`config.mk`:
```
export PLATFORM = sky130hd
export DESIGN_NAME = uart_tx_frame
export DESIGN_NICKNAME = d
export VERILOG_FILES = /design/src/rtl/uart_pkg.sv /design/src/rtl/tx_bit_timer.sv /design/src/rtl/uart_tx_frame.sv
export SDC_FILE = /design/constraint.sdc
export NUM_CORES = 1
export LEC_CHECK = 0
export CORE_MARGIN = 2
export CORE_UTILIZATION = 49
export DETAILED_ROUTE_END_ITERATION = 12
export PLACE_DENSITY_LB_ADDON = 0.15
export SLEW_MARGIN = 10
export SYNTH_ARGS = -nofsm -noshare
export SYNTH_HDL_FRONTEND = slang
export SYNTH_SLANG_ARGS = --single-unit
export TNS_END_PERCENT = 5
```
`constraint.sdc`:
```
create_clock -name clk -period 2.1 [get_ports clk]
set_input_delay 0.63 -clock clk [delete_from_list [all_inputs] [get_ports clk]]
set_output_delay 0.63 -clock clk [all_outputs]
set_load 0.02 [all_outputs]
```
`src/rtl/uart_pkg.sv`:
```
// uart_pkg: shared UART types, constants and helpers for the TX and RX paths
package uart_pkg;
  typedef enum logic [2:0] {IDLE, START, DATA, PARITY, STOP} tx_state_t;
  localparam logic PAR_EVEN = 1'b0;
  localparam logic PAR_ODD = 1'b1;
  localparam int PRESCALE_W = 6;
  localparam logic [PRESCALE_W-1:0] MIN_PRESCALE = PRESCALE_W'(2);
  function automatic logic [PRESCALE_W-1:0] eff_prescale(input logic [PRESCALE_W-1:0] p);
    return (p < MIN_PRESCALE) ? MIN_PRESCALE : p;
  endfunction
endpackage

```
`src/rtl/tx_bit_timer.sv`:
```
// tx_bit_timer: counts P cycles per bit and pulses bit_done on the last one
module tx_bit_timer
  import uart_pkg::*;
(
  input  logic                  clk,
  input  logic                  rst,
  input  logic                  run,
  input  logic [PRESCALE_W-1:0] p,
  output logic                  bit_done
);
  logic [PRESCALE_W-1:0] cnt;
  assign bit_done = run && (cnt == p - 1'b1);
  always_ff @(posedge clk or posedge rst)
    if (rst) cnt <= '0;
    else cnt <= (!run || bit_done) ? '0 : cnt + 1'b1;
endmodule

```
`src/rtl/uart_tx_frame.sv`:
```
// uart_tx_frame: serialises a byte as start, data (LSB first), optional parity, stop
module uart_tx_frame
  import uart_pkg::*;
#(
  parameter int DATA_WIDTH = 8
) (
  input  logic                  clk,
  input  logic                  rst,
  input  logic [DATA_WIDTH-1:0] p_data,
  input  logic                  data_valid,
  input  logic                  par_en,
  input  logic                  par_typ,
  input  logic [PRESCALE_W-1:0] prescale,
  output logic                  tx_out,
  output logic                  busy
);
  localparam int IW = (DATA_WIDTH > 1) ? $clog2(DATA_WIDTH) : 1;
  localparam logic [IW-1:0] LAST = IW'(DATA_WIDTH - 1);
  tx_state_t state;
  logic [DATA_WIDTH-1:0] shreg;
  logic [IW-1:0] idx;
  logic [PRESCALE_W-1:0] p_q;
  logic par_q, par_bit, bit_done;
  tx_bit_timer u_timer (
    .clk(clk),
    .rst(rst),
    .run(busy),
    .p(p_q),
    .bit_done(bit_done)
  );
  // tx_out is loaded with the next state's line level on each transition
  always_ff @(posedge clk or posedge rst)
    if (rst) begin
      state <= IDLE;
      tx_out <= 1'b1;
      busy <= 1'b0;
      shreg <= '0;
      idx <= '0;
      p_q <= '0;
      par_q <= 1'b0;
      par_bit <= 1'b0;
    end else begin
      case (state)
        IDLE: if (data_valid) begin
          state <= START;
          tx_out <= 1'b0;
          busy <= 1'b1;
          shreg <= p_data;
          idx <= '0;
          p_q <= eff_prescale(prescale);
          par_q <= par_en;
          par_bit <= (^p_data) ^ (par_typ == PAR_ODD);
        end
        START: if (bit_done) begin
          state <= DATA;
          tx_out <= shreg[0];
        end
        DATA: if (bit_done) begin
          shreg <= shreg >> 1;
          idx <= (idx == LAST) ? '0 : idx + 1'b1;
          state <= (idx != LAST) ? DATA : par_q ? PARITY : STOP;
          tx_out <= (idx != LAST) ? shreg[1] : par_q ? par_bit : 1'b1;
        end
        PARITY: if (bit_done) begin
          state <= STOP;
          tx_out <= 1'b1;
        end
        STOP: if (bit_done) begin
          state <= IDLE;
          busy <= 1'b0;
        end
        default: state <= IDLE;
      endcase
    end
endmodule
```
==> impl_metrics.tcl <==
set metrics [dict create \
    worstRegToRegCells 7 \
    syn_inst 167 \
    route.detailed.drc 0 \
    slew_headroom_pct 75.3 \
    holdPathStages 2 \
    dp_hpwl_mm 2.67 \
    synth_top_area_share_pct 42.8 \
    p_leak_nw 0.952 \
    worstSetupPathType "primary input to flop" \
    antennaDiodeCount 0 \
    rr_endpoint "shreg[2]" \
    period_needed_ns 2.00 \
    ys_ff_latch 30 \
    rrSetupSlack_ns 0.1 \
    die_h_um 62.8 \
    antenna_left 0 \
    max_freq_ghz 0.499 \
    cts_buffers 5 \
    cts.sinks 30 \
    min_to "par_bit" \
    drt-total-wl_mm 3.53 \
    clk-insertion-delay-late_ns 0.33 \
    synth_ff_type "dfrtp_1" \
    fin_setup_tns_ns 0 \
    place_area_um2 2020 \
    dr.pass1.iters 4 \
    tritoncts "done" \
    fin_crit_sh_pct 95.4 \
    drive_gt1_share_pct 23.6 \
    clk_pin_slew_worst_paths_ns 0.08 \
    num_rows 21 \
    antenna_found_initial 0 \
    synth_most_common_cell "dfrtp_1" \
    place_ws_ns -0.509 \
    slew_viol_final 0 \
    die_area_um2 3950 \
    start_util_pct 50.8 \
    finalNetCount 225 \
    cts_hold_buf 0 \
    netlist_top_cells_count "dfrtp_1 (29), nand2_1 (19), mux2_2 (14), nor2_1 (14), xnor2_1 (13)" \
    final_cell_area_um2 2110 \
    area_growth_pct 24.2 \
    hold_path.class "flop to flop" \
    crit_required_ns 2.31 \
    hold_viol_final 0 \
    cts_buffer_depth 2 \
    worstPathArrival_ns 2.21 \
    core_um2 3340 \
    worstPathMaxFanout 7 \
    syn_avg_cell_area_um2 10.2 \
    grt_pass1_vias 1400 \
    rsz0062_at_grt "yes" \
    fin_skew_ns 0.0189 \
    synth_area_um2 1700 \
    critPathCaptureType "flop" \
    wl_per_cell_um 14.2 \
    grt_util_all_layers_pct 20.8 \
    status "finished clean" \
    rr_startpoint "p_q[0]" \
    via_count 1333 \
    cap_violations 0 \
    grt_pass1_wl_mm 6.43 \
    io_buffers 20 \
    io_pins 21 \
    worst_pin_slew_ns 0.371 \
    ys_types 40 \
    fp.dieW_um 62.8 \
    cts_setup_buffers 0 \
    setup_ws_ns 0.0976 \
    ys_top_cells_by_area "dfrtp_1 (43%), mux2_2 (9.3%), xnor2_1 (6.7%)" \
    ir_drop_mv 0.314 \
    ys_warn_count 0 \
    hp-start "par_bit" \
    drtIter0Drc 72 \
    htreeDepth 2 \
    synth_edf_count 0 \
    syn_nets 190 \
    synth_seq_area_share_pct 44.3 \
    async_flop_share_pct 100 \
    synth_area_leader_cell "dfrtp_1" \
    finalSetupViolCount 0 \
    cts_root_buffer "clkbuf_4" \
    placed_cells 241 \
    instances_no_fill 249 \
    gp_congestion 0.870 \
    powerDensity_nw_per_um2 489 \
    vias_per_cell 5.35 \
    critPathLaunchType "primary input" \
    overflow 0 \
    grt_max_degree 31 \
]
-- flip-flops by register name, summed over array words and instances, names as in the netlist --
register / cells
par_q: 1
idx: 3
busy: 1
tx_out: 1
state: 3
p_q: 6
shreg: 8
u_timer.cnt: 6
par_bit: 1
-- cells in the final DEF (no fill, tap or decap), types with 4 or more instances in the layout --
cell / Yosys / final
o21ai_0: 7 / 7
nor2_1: 14 / 13
xnor2_1: 13 / 13
nand2_1: 19 / 19
a21oi_1: 4 / 4
mux2_2: 14 / 14
inv_1: 9 / 9
dfrtp_1: 29 / 29
nand3_1: 7 / 7
xor2_1: 6 / 6
buf_4: 0 / 12
clkdlybuf4s50_1: 0 / 17
clkbuf_4: 0 / 5
-- per-stage QoR --
stage          utilization (%)  hold slack, ns  power, mW
4_1_cts                   62.8           0.511       1.04
3_5_place_dp              60.6           0.488      0.679
5_1_grt                   63.1           0.541       1.08
6_report                  63.1           0.502       1.03
2_1_floorplan                -           0.450      0.631
3_3_place_gp              60.6           0.479      0.678
-- where the power goes --
group	total (mW)	internal, mW	switching, mW
Clock	0.365	0.162	0.203
Sequential	0.577	0.577	0
Combinational	0.0886	0.0545	0.0341
-- final cells by class --
cell class / count / area (µm²)
timing repair buffer: 33 / 302
clock inverter: 1 / 5.00
multi-input combinational: 123 / 902
inverter: 9 / 33.8
tap: 46 / 57.6
sequential: 30 / 752
fill: 299 / 1230
clock buffer: 7 / 55.1
-- worst max path at each step --
| stage | from | end | slack (ns) | cells past startpoint |
|---|---|---|---|---|
| 2_1_floorplan | p_q[0] | idx[1] | 0.10 | 8 |
| 3_3_place_gp | data_valid | shreg[3] | -0.40 | 7 |
| 3_5_place_dp | data_valid | shreg[2] | -0.51 | 7 |
| 4_1_cts | busy | busy | 0.05 | 1 |
| 5_1_grt | p_q[0] | shreg[3] | 0.0002 | 7 |
| 6_report | data_valid | shreg[2] | 0.1 | 7 |
-- worst max-delay path, cell delays in order --
cell           delay (ns)
dlygate4sd2_1        0.22
nor2_1               0.06
nor4b_2              0.40
o2111ai_2            0.22
o21ai_2              0.19
buf_6                0.15
mux2_2               0.34
-- timing repair --
action | 4_1_cts | 5_1_grt
gates cloned | 0 | 0
endpoints found under the setup margin | 8 | 12
resized for setup | 5 | 4
pin swaps | 3 | 1
-- kinds of logic after synthesis --
kind of cell	Yosys count	synth area share [%]
fa+ha+maj	4	2.95
simple gates	52	14.4
xor+xnor	19	9.81
buf+inv	14	3.76
compound gates	34	15.5
mux	14	9.29
flops	30	44.3
-- layer usage --
metal  GRT usage, %  vias to the layer above  part of all wire (%)
li1               -                      662                     -
met1           25.3                      647                    45
met2           35.3                       20                    50
met3           5.41                        4                   3.5
met4           7.78                        0                   1.3
met5              0                        -                     0
Power figures use the tool's default switching activity.
